<file path="config.mk">
export PLATFORM = sky130hd
export DESIGN_NAME = ethpipe_tx
export DESIGN_NICKNAME = d
export VERILOG_FILES = /design/src/rtl/ethpipe_tx_pkg.sv /design/src/rtl/ethpipe_tx_crc32_d8.sv /design/src/rtl/ethpipe_tx.sv
export SDC_FILE = /design/constraint.sdc
export NUM_CORES = 1
export LEC_CHECK = 0
export BUFFER_PORTS_ARGS = -buffer_cell sky130_fd_sc_hd__buf_2
export CORE_MARGIN = 4
export CORE_UTILIZATION = 50
export DETAILED_ROUTE_END_ITERATION = 10
export PLACE_DENSITY = 0.84
export SYNTH_ARGS = -nofsm -noshare
export SYNTH_HDL_FRONTEND = slang
export SYNTH_SLANG_ARGS = --single-unit
</file>
<file path="constraint.sdc">
create_clock -name gmii_tx_clk -period 3.8 [get_ports gmii_tx_clk]
set_input_delay 0.19 -clock gmii_tx_clk [delete_from_list [all_inputs] [get_ports gmii_tx_clk]]
set_output_delay 0.19 -clock gmii_tx_clk [all_outputs]
set_load 0.01 [all_outputs]
</file>
<file path="src/rtl/ethpipe_tx_pkg.sv">
// Shared constants and types for the GMII frame transmitter.
package ethpipe_tx_pkg;

  localparam int unsigned LEN_W  = 12;
  localparam int unsigned ADDR_W = 12;
  localparam int unsigned CNT_W  = 12;

  typedef enum logic [2:0] {
    ST_IDLE = 3'd0,
    ST_PRE  = 3'd1,
    ST_DATA = 3'd2,
    ST_PAD  = 3'd3,
    ST_FCS  = 3'd4,
    ST_IFG  = 3'd5
  } state_e;

  localparam logic [7:0]        PREAMBLE_BYTE  = 8'h55;
  localparam logic [7:0]        SFD_BYTE       = 8'hD5;
  localparam logic [ADDR_W-1:0] SLOT_DATA_BASE = 12'd2;
  localparam logic [LEN_W-1:0]  MAX_LEN        = 12'd1514;
  localparam logic [31:0]       CRC_POLY       = 32'h04C11DB7;
  localparam logic [31:0]       CRC_INIT       = 32'hFFFFFFFF;

  function automatic logic [31:0] reflect32(input logic [31:0] v);
    logic [31:0] r;
    r = '0;
    for (int i = 0; i < 32; i++) begin
      r[i] = v[31-i];
    end
    return r;
  endfunction

endpackage

</file>
<file path="src/rtl/ethpipe_tx_crc32_d8.sv">
// Combinational Ethernet CRC-32 step: consumes one byte, LSB first.
module crc32_d8
  import ethpipe_tx_pkg::*;
(
  input  logic [31:0] crc_in,
  input  logic [7:0]  data_in,
  output logic [31:0] crc_out_c
);

  localparam logic [31:0] POLY_R = reflect32(CRC_POLY);

  always_comb begin
    crc_out_c = crc_in;
    for (int i = 0; i < 8; i++) begin
      if (crc_out_c[0] ^ data_in[i]) begin
        crc_out_c = (crc_out_c >> 1) ^ POLY_R;
      end else begin
        crc_out_c = crc_out_c >> 1;
      end
    end
  end

endmodule

</file>
<file path="src/rtl/ethpipe_tx.sv">
// GMII frame transmitter: streams a slot-buffered payload with preamble,
// zero padding, FCS and inter-frame gap.
module ethpipe_tx
  import ethpipe_tx_pkg::*;
#(
  parameter int unsigned IFG_CYCLES = 12,
  parameter int unsigned MIN_LEN    = 60
) (
  input  logic                gmii_tx_clk,
  input  logic                sys_rst,
  input  logic [31:0]         global_counter,
  input  logic                tx_start,
  input  logic [LEN_W-1:0]    tx_frame_len,
  output logic [ADDR_W-1:0]   slot_tx_eth_address,
  input  logic [15:0]         slot_tx_eth_q,
  output logic [7:0]          gmii_txd,
  output logic                gmii_tx_en,
  output logic                tx_busy,
  output logic                tx_done,
  output logic                tx_err,
  output logic [31:0]         tx_timestamp
);

  state_e            state_q, state_d;
  logic [CNT_W-1:0]  cnt_q, cnt_d;
  logic [LEN_W-1:0]  len_q, len_d;
  logic [ADDR_W-1:0] addr_q, addr_d;
  logic [31:0]       crc_q, crc_d;
  logic [7:0]        txd_q, txd_d;
  logic              txen_q, txen_d;
  logic              busy_q, busy_d;
  logic              done_q, done_d;
  logic              err_q, err_d;
  logic [31:0]       ts_q, ts_d;

  logic [7:0]        data_byte_c;
  logic [7:0]        crc_byte_c;
  logic [31:0]       crc_next_c;
  logic [31:0]       fcs_c;
  logic              last_data_c;
  logic              short_c;
  logic              len_ok_c;

  assign data_byte_c = cnt_q[0] ? slot_tx_eth_q[15:8] : slot_tx_eth_q[7:0];
  assign crc_byte_c  = (state_q == ST_DATA) ? data_byte_c : 8'h00;
  assign fcs_c       = ~crc_q;
  assign last_data_c = (cnt_q == (len_q - 12'd1));
  assign short_c     = (len_q < LEN_W'(MIN_LEN));
  assign len_ok_c    = (tx_frame_len != '0) && (tx_frame_len <= MAX_LEN);

  crc32_d8 u_crc (
    .crc_in    (crc_q),
    .data_in   (crc_byte_c),
    .crc_out_c (crc_next_c)
  );

  always_ff @(posedge gmii_tx_clk) begin
    if (sys_rst) begin
      state_q <= ST_IDLE;
      cnt_q   <= '0;
      len_q   <= '0;
      addr_q  <= '0;
      crc_q   <= CRC_INIT;
      txd_q   <= 8'h00;
      txen_q  <= 1'b0;
      busy_q  <= 1'b0;
      done_q  <= 1'b0;
      err_q   <= 1'b0;
      ts_q    <= '0;
    end else begin
      state_q <= state_d;
      cnt_q   <= cnt_d;
      len_q   <= len_d;
      addr_q  <= addr_d;
      crc_q   <= crc_d;
      txd_q   <= txd_d;
      txen_q  <= txen_d;
      busy_q  <= busy_d;
      done_q  <= done_d;
      err_q   <= err_d;
      ts_q    <= ts_d;
    end
  end

  // Each state describes the byte registered onto GMII at the coming edge.
  always_comb begin
    state_d = state_q;
    cnt_d   = cnt_q;
    len_d   = len_q;
    addr_d  = addr_q;
    crc_d   = crc_q;
    txd_d   = 8'h00;
    txen_d  = 1'b0;
    busy_d  = busy_q;
    done_d  = 1'b0;
    err_d   = 1'b0;
    ts_d    = ts_q;

    case (state_q)
      ST_IDLE: begin
        // The done cycle is still part of the previous frame's turnaround.
        if (tx_start && !done_q) begin
          if (len_ok_c) begin
            state_d = ST_PRE;
            len_d   = tx_frame_len;
            cnt_d   = 12'd1;
            addr_d  = SLOT_DATA_BASE;
            crc_d   = CRC_INIT;
            busy_d  = 1'b1;
            txen_d  = 1'b1;
            txd_d   = PREAMBLE_BYTE;
          end else begin
            err_d = 1'b1;
          end
        end
      end

      ST_PRE: begin
        txen_d = 1'b1;
        cnt_d  = cnt_q + 12'd1;
        if (cnt_q == 12'd7) begin
          txd_d   = SFD_BYTE;
          ts_d    = global_counter;
          cnt_d   = '0;
          state_d = ST_DATA;
        end else begin
          txd_d = PREAMBLE_BYTE;
        end
      end

      ST_DATA: begin
        txen_d = 1'b1;
        txd_d  = data_byte_c;
        crc_d  = crc_next_c;
        cnt_d  = cnt_q + 12'd1;
        // Read latency is two edges, so step the word while its even byte leaves.
        if (!cnt_q[0] && ((cnt_q + 12'd2) < len_q)) begin
          addr_d = addr_q + 12'd1;
        end
        if (last_data_c) begin
          if (short_c) begin
            state_d = ST_PAD;
          end else begin
            state_d = ST_FCS;
            cnt_d   = '0;
          end
        end
      end

      ST_PAD: begin
        txen_d = 1'b1;
        txd_d  = 8'h00;
        crc_d  = crc_next_c;
        cnt_d  = cnt_q + 12'd1;
        if (cnt_q == CNT_W'(MIN_LEN - 1)) begin
          state_d = ST_FCS;
          cnt_d   = '0;
        end
      end

      ST_FCS: begin
        txen_d = 1'b1;
        txd_d  = fcs_c[{cnt_q[1:0], 3'b000} +: 8];
        cnt_d  = cnt_q + 12'd1;
        if (cnt_q == 12'd3) begin
          state_d = ST_IFG;
          cnt_d   = '0;
        end
      end

      ST_IFG: begin
        cnt_d = cnt_q + 12'd1;
        if (cnt_q == CNT_W'(IFG_CYCLES - 1)) begin
          state_d = ST_IDLE;
          cnt_d   = '0;
          busy_d  = 1'b0;
          done_d  = 1'b1;
        end
      end

      default: begin
        state_d = ST_IDLE;
        cnt_d   = '0;
        busy_d  = 1'b0;
      end
    endcase
  end

  assign slot_tx_eth_address = addr_q;
  assign gmii_txd            = txd_q;
  assign gmii_tx_en          = txen_q;
  assign tx_busy             = busy_q;
  assign tx_done             = done_q;
  assign tx_err              = err_q;
  assign tx_timestamp        = ts_q;

endmodule
</file>
; Word level (Yosys, flattened, before mapping)
; Index checks and enable logic that the tools add are counted.
[word_totals]
elab_cells = 126
regBits = 115
output_inout_bits = 56
[classes]
add_sub_neg = 4
n_reduce_logical = 20
bitwise = 21
order_cmp = 3
n_eq_ne = 18
mux = 48
shift = 1
[op_table]
columns = cell, n
row1 = 2-to-1 mux 32 bit, 10
row2 = 2-to-1 mux 12 bit, 11
row3 = inverter 13 -> 14 bit, 8
row4 = case mux 12 bit (6 select lines), 1
row5 = case mux 32 bit (2 select lines), 1
row6 = inverter 32 bit, 1
row7 = case mux 8 bit (4 select lines), 1
row8 = indexed part select 32 x 6 -> 8 bit, 1
row9 = adder 12 x 1 -> 12 bit (second input constant), 2
row10 = 2-to-1 mux 3 bit, 8
row11 = 2-to-1 mux 8 bit, 3
row12 = case mux 12 bit (2 select lines), 1
row13 = case mux 3 bit (6 select lines), 1
row14 = 2-to-1 mux 7 bit, 2
row15 = inequality test 2 bit (second input constant), 7
row16 = adder 12 x 2 -> 12 bit (second input constant), 1
row17 = == test 12 bit, 1
row18 = == test 12 x 2 -> 1 bit (second input constant), 1
row19 = == test 12 x 3 -> 1 bit (second input constant), 1
row20 = == test 12 x 4 -> 1 bit (second input constant), 1
row21 = == test 12 x 6 -> 1 bit (second input constant), 1
row22 = <= comparator 12 x 11 -> 1 bit (second input constant), 1
row23 = less-than comparator 12 bit, 1
row24 = less-than comparator 12 x 6 -> 1 bit (second input constant), 1
row25 = 22 further kinds, 48

; Longest topological paths before layout
[depth]
depth_word = 19
mapped_depth = 14
mapped_depth_nobuf = 12

; Cells and area by module
; A second synthesis with hierarchy kept.
[unflattened]
hier_cells = 788
hier_area_um2 = 6462.4
[by_module_without_submodules]
columns = module, instances, area_per_inst_um2, cells_per_inst
row1 = ethpipe_tx, 1, 5693.0, 718
row2 = crc32_d8, 1, 769.5, 70

; Worst setup path before layout
; No wires, ideal clock.
[synth_timing]
kind = flip-flop to flip-flop
from = register cnt_q[0]
to = register cnt_q[7]
stages_incl_launch_ff = 12
setup_time_ps = 138
path_buffers = 4
t_arrival_ps = 3172
setup_slack_ps = 489
synth_period_minus_slack_ps = 3311
cell_sequence = dfxtp_1 -> buf_2 -> buf_1 -> clkbuf_1 -> inv_1 -> ha_1 -> or3_1 -> a2111oi_2 -> a41oi_2 -> buf_2 -> a31oi_1 -> a31oi_1
[synth_via]
elab_chain_cells = 4
[synth_rtl]
columns = element, line_no
row1 = start: declaration, ethpipe_tx.sv:25  ; logic [CNT_W-1:0] cnt_q, cnt_d;
row2 = start signal: assignment, ethpipe_tx.sv:72  ; cnt_q <= cnt_d;
row3 = adder 12 x 1 -> 12 bit, -
row4 = 2-to-1 mux 12 bit, ethpipe_tx.sv:141  ; if (short_c) begin
row5 = 2-to-1 mux 12 bit, ethpipe_tx.sv:140  ; if (last_data_c) begin
row6 = case mux 12 bit (6 select lines) *, ethpipe_tx.sv:99  ; case (state_q)
; Every way passes the cells marked *; elsewhere a longest branch is shown, timed or not.
; A chain may end at the register's enable or synchronous reset.

; Final worst setup path
[layout_timing]
from = register state_q[1]
to = register crc_q[17]
[layout_via]
elab_chain_cells = 16
[layout_rtl]
columns = element, line_no
row1 = start: declaration, ethpipe_tx.sv:24  ; state_e state_q, state_d;
row2 = start signal: assignment, ethpipe_tx.sv:71  ; state_q <= state_d;
row3 = == test 3 x 2 -> 1 bit, "ethpipe_tx.sv:45, ethpipe_tx.sv:99"
row4 = 2-to-1 mux 8 bit, ethpipe_tx.sv:45  ; assign crc_byte_c = (state_q == ST_DATA) ? data_byte_c : 8'h00;
row5 = bitwise XOR 1 bit, ethpipe_tx_crc32_d8.sv:15  ; if (crc_out_c[0] ^ data_in[i]) begin
row6 = 2-to-1 mux 32 bit, ethpipe_tx_crc32_d8.sv:15
row7 = inverter 13 -> 14 bit (no source line), -
row8 = 2-to-1 mux 32 bit (2 in a row), ethpipe_tx_crc32_d8.sv:15
row9 = inverter 13 -> 14 bit (no source line), -
row10 = 2-to-1 mux 32 bit, ethpipe_tx_crc32_d8.sv:15
row11 = inverter 13 -> 14 bit (no source line), -
row12 = 2-to-1 mux 32 bit, ethpipe_tx_crc32_d8.sv:15
row13 = inverter 13 -> 14 bit (no source line), -
row14 = 2-to-1 mux 32 bit (3 in a row), ethpipe_tx_crc32_d8.sv:15
row15 = case mux 32 bit (2 select lines), ethpipe_tx.sv:99
row16 = end signal: assignment, ethpipe_tx.sv:75  ; crc_q <= crc_d;
row17 = end: declaration, ethpipe_tx.sv:28  ; logic [31:0] crc_q, crc_d;
; Parallel ways exist; a longest one is shown, timed or not.

==> results_tabular.tex <==
\begin{tabular}{lr}
\hline
Metric & Value \\
\hline
\multicolumn{2}{l}{\textbf{Placed design}} \\
\quad Detailed-placement wirelength estimate & 12.48 mm \\
\quad Routability congestion estimate from global placement & $\sim$0.9 \\
\quad Instance area after placement & between 7000 and 8000 µm² \\
\quad Count of buffers from port buffering & 118 \\
\multicolumn{2}{l}{\textbf{Setup path}} \\
\quad Number of cells traversed by the worst register-to-register path & 7 \\
\quad Setup slack of the most critical reg-to-reg path & roughly 0.47 ns \\
\quad Startpoint of the most critical register-to-register path & state\_q[1] \\
\quad Data required time of the critical path & between 4 and 5 ns \\
\quad Setup crit end & crc\_q[17] \\
\quad Critical path origin & state\_q[1] \\
\quad Worst reg2reg path endpoint & crc\_q[17] \\
\quad Startpoint type of the worst setup path & flip-flop \\
\quad Max FO, Critical Path & 17 \\
\quad Type of the worst setup path & reg2reg \\
\quad Critical Path Sink Type & flip-flop \\
\quad Arr. time, crit path & 3.62 ns \\
\multicolumn{2}{l}{\textbf{Floorplanning}} \\
\quad Horizontal die dimension & 124.5 µm \\
\quad Cell row count & 42 \\
\quad Area of the core region & roughly 13000 µm² \\
\quad Die Footprint & roughly 16000 µm² \\
\quad Effective utilization at floorplan & between 50\% and 60\% \\
\quad Count of boundary I/O pins & 119 \\
\quad Die Y & 124.5 µm \\
\multicolumn{2}{l}{\textbf{Layout}} \\
\quad Syn-to-layout area delta & 20.72\% \\
\quad Layout fillers & around 1100 \\
\quad Count of nets after finishing & 986 \\
\quad Proportion of layout cells with a drive suffix above 1 & between 20\% and 30\% \\
\quad N\_diodes & 0 \\
\quad Post-route cell area & about 8000 µm² \\
\multicolumn{2}{l}{\textbf{Yosys}} \\
\quad Synth Area in Compound Gates & 17.31\% \\
\quad Largest family of logic cells by synthesized area & simple AND/OR/NAND/NOR gates \\
\quad Fraction of synthesis flops using an asynchronous set or reset pin & 0\% \\
\quad Multiplexer fraction of the synthesized cell area & 5.308\% \\
\quad Simple-gate portion of the synthesized area & between 20\% and 30\% \\
\quad Most frequent cell after synthesis & sky130\_fd\_sc\_hd\_\_nand2\_1 \\
\quad Synth area leader & sky130\_fd\_sc\_hd\_\_dfxtp\_1 \\
\quad Xor/xnor cell area share of the yosys netlist & around 14\% \\
\quad Area of the mapped netlist & 6789 µm² \\
\quad Yosys Warn Count & 0 \\
\quad Most numerous cell types in the synthesized netlist & sky130\_fd\_sc\_hd\_\_nand2\_1, sky130\_fd\_sc\_hd\_\_dfxtp\_1, sky130\_fd\_sc\_hd\_\_a21oi\_1, sky130\_fd\_sc\_hd\_\_clkbuf\_1, sky130\_fd\_sc\_hd\_\_xnor2\_1 \\
\quad Number of enable-type register cells in the synthesized netlist & 0 \\
\quad Synth area leaders & sky130\_fd\_sc\_hd\_\_dfxtp\_1, sky130\_fd\_sc\_hd\_\_nand2\_1, sky130\_fd\_sc\_hd\_\_xnor2\_1 \\
\quad Top cell type's share of synthesized area & 33.91\% \\
\quad Share of synthesized cell area in full adder, half adder and majority cells & between 3 and 4\% \\
\quad Cell count after synthesis & 800 \\
\quad Count of different cell masters after synthesis & 73 \\
\quad Dominant synthesized flop cell & sky130\_fd\_sc\_hd\_\_dfxtp\_1 \\
\quad Mean area per synthesized cell & 8.486 µm² \\
\quad \#FFs+latches synth & $\sim$120 \\
\quad Net count after synthesis & just under 900 \\
\quad Sequential-to-total area share from yosys stat & 33.91\% \\
\multicolumn{2}{l}{\textbf{Clock network}} \\
\quad Root buffer selected by CTS & sky130\_fd\_sc\_hd\_\_clkbuf\_16 \\
\quad Maximum level of the CTS H-tree & 4 \\
\quad Number of setup buffers added after CTS & 0 \\
\quad Number of buffers on the longest clock path & 2 \\
\quad Number of gates given a new drive strength after cts & 0 \\
\quad Clk sinks & around 120 \\
\quad CTS hold repair buffers & 10 \\
\quad TritonCTS Buffers & 17 \\
\quad TritonCTS clock tree & built \\
\quad Clock latency on the worst-skew pair & roughly 0.42 ns \\
\quad Worst-path clk slew & approximately 0.06 ns \\
\multicolumn{2}{l}{\textbf{Global route}} \\
\quad First-pass GRT wire length & 30.69 mm \\
\quad GR Util All Layers & a little under a quarter \\
\quad Vias in the first global route & 6134 \\
\quad Initial antenna violation count & 0 \\
\quad Overflow after GRT & 0 \\
\quad Pin count of the biggest net entering global routing & 67 \\
\multicolumn{2}{l}{\textbf{STA}} \\
\quad Setup Skew & 0.009233 ns \\
\quad Slew headroom & around 33\% \\
\quad Setup Viol. Count Final & 0 \\
\quad Total Negative Setup Slacks & 0 ns \\
\quad Highest clock frequency the design can meet & around 0.3 GHz \\
\quad Final worst-path cycle share & 87.60\% \\
\quad Unrepaired setup endpoints after global routing & no \\
\quad Worst slew pin tran & approximately 1 ns \\
\quad Final hold vios & 0 \\
\quad Final count of pins violating max slew & 0 \\
\quad Shortest period the worst path allows & approximately 3.3 ns \\
\multicolumn{2}{l}{\textbf{Flow run}} \\
\quad Max Cap Viol & 0 \\
\multicolumn{2}{l}{\textbf{Power and ir drop}} \\
\quad Leakage & around 3.3 nW \\
\quad Power density over the cells & 810.1 nW/µm² \\
\quad VDD IR-drop max & about 0.39 mV \\
\multicolumn{2}{l}{\textbf{Route}} \\
\quad Initial DRC count & between 500 and 600 \\
\quad Total routed wirelength & approximately 18 mm \\
\quad Via count & 6405 \\
\quad Number of detailed-route iterations in the first pass & 5 \\
\quad Via density per instance & 5.844 \\
\quad Final routed wire length divided by cell count & between 15 and 20 µm \\
\quad Number of nets with antenna violations after detailed routing & 0 \\
\quad Remaining routing DRC violations & 0 \\
\multicolumn{2}{l}{\textbf{Run status}} \\
\quad Status & finished clean \\
\multicolumn{2}{l}{\textbf{Hold path}} \\
\quad Worst hold-check path type & in2reg \\
\hline
\end{tabular}
worst min path at each step:
stage,start,endpoint,depth (start not counted)
floorplan,global_counter[0],tx_timestamp[0],2
finish,global_counter[0],tx_timestamp[0],3
CTS,global_counter[17],tx_timestamp[17],3
detailed placement,global_counter[9],tx_timestamp[9],3
global route,global_counter[19],tx_timestamp[19],3
global placement,tx_timestamp[8],tx_timestamp[8],2
logic make-up after synthesis:
logic type / Yosys count
buf+inv: 80
xor+xnor: 76
fa+ha+maj: 17
mux: 26
compound gates: 181
flops: 115
simple gates: 305
per-stage QoR:
step | power (mW) | util [%] | instances | setup slack (ns) | hold WS, ns
2_1_floorplan | 4.313 | - | 800 | 0.4894 | 0.3305
3_3_place_gp | 4.874 | 56.36 | 1054 | 0.6035 | 0.4344
3_5_place_dp | 4.946 | 56.36 | 1054 | 0.4858 | 0.4387
4_1_cts | 6.617 | 61.64 | 1096 | 0.4844 | 0.0003858
5_1_grt | 6.993 | 61.64 | 1096 | 0.2524 | 0.001416
6_report | 6.639 | 61.64 | 1096 | 0.4713 | 0.01230
cell type report:
cell class	instances	area, µm²	share of cell area (%)
multi-input combinational	605	4167	50.84
clock inverter	13	148.9	1.817
tap	176	220.2	2.687
sequential	115	2302	28.09
timing repair buffer	145	818.3	9.985
inverter	23	86.33	1.053
clock buffer	19	452.9	5.527
layer usage:
metal | vias to the layer above | share of wire (%) | GRT usage (%)
li1 | 3070 | - | -
met1 | 3023 | 43 | 31.29
met2 | 276 | 46 | 37.12
met3 | 36 | 8.5 | 7.419
met4 | 0 | 2.2 | 7.930
met5 | - | 0 | 0
critical path, stage by stage, from the launching register on:
cell and delay, ns:
sky130_fd_sc_hd__dfxtp_1 0.67, sky130_fd_sc_hd__or3b_1 0.61, sky130_fd_sc_hd__or3_1 0.45, sky130_fd_sc_hd__and2_1 0.30, sky130_fd_sc_hd__xor2_1 0.53, sky130_fd_sc_hd__xor3_1 0.42, sky130_fd_sc_hd__o22ai_1 0.14, sky130_fd_sc_hd__nand2_1 0.08
where the power goes:
part / total (mW) / switching (mW) / internal (mW)
Clock: 1.61 / 0.604 / 1.01
Sequential: 1.65 / 0.238 / 1.42
Combinational: 3.37 / 1.69 / 1.69
Total: 6.64 / 2.53 / 4.11
flip-flops by register name, indices dropped and copies added (netlist names):
register / count
tx_timestamp: 32
len_q: 12
slot_tx_eth_address: 12
cnt_q: 12
gmii_tx_en: 1
tx_busy: 1
gmii_txd: 8
tx_err: 1
state_q: 3
crc_q: 32
tx_done: 1
layout by cell type, fill, tap and decap left out, types with 9 or more instances in the layout:
cell	instances
sky130_fd_sc_hd__nand2b_1	14
sky130_fd_sc_hd__dlygate4sd3_1	10
sky130_fd_sc_hd__xnor3_1	9
sky130_fd_sc_hd__nor2_1	30
sky130_fd_sc_hd__mux2i_1	18
sky130_fd_sc_hd__o21a_1	11
sky130_fd_sc_hd__clkbuf_16	17
sky130_fd_sc_hd__nor3_1	20
sky130_fd_sc_hd__nand2_1	136
sky130_fd_sc_hd__nor4_1	14
sky130_fd_sc_hd__o22ai_1	31
sky130_fd_sc_hd__dfxtp_1	115
sky130_fd_sc_hd__nand3_1	31
sky130_fd_sc_hd__inv_1	22
sky130_fd_sc_hd__xor2_1	17
sky130_fd_sc_hd__a21oi_1	64
sky130_fd_sc_hd__xnor2_1	38
sky130_fd_sc_hd__o21ai_0	13
sky130_fd_sc_hd__ha_1	16
sky130_fd_sc_hd__buf_4	17
sky130_fd_sc_hd__buf_2	118
Power figures use the tool's default switching activity.
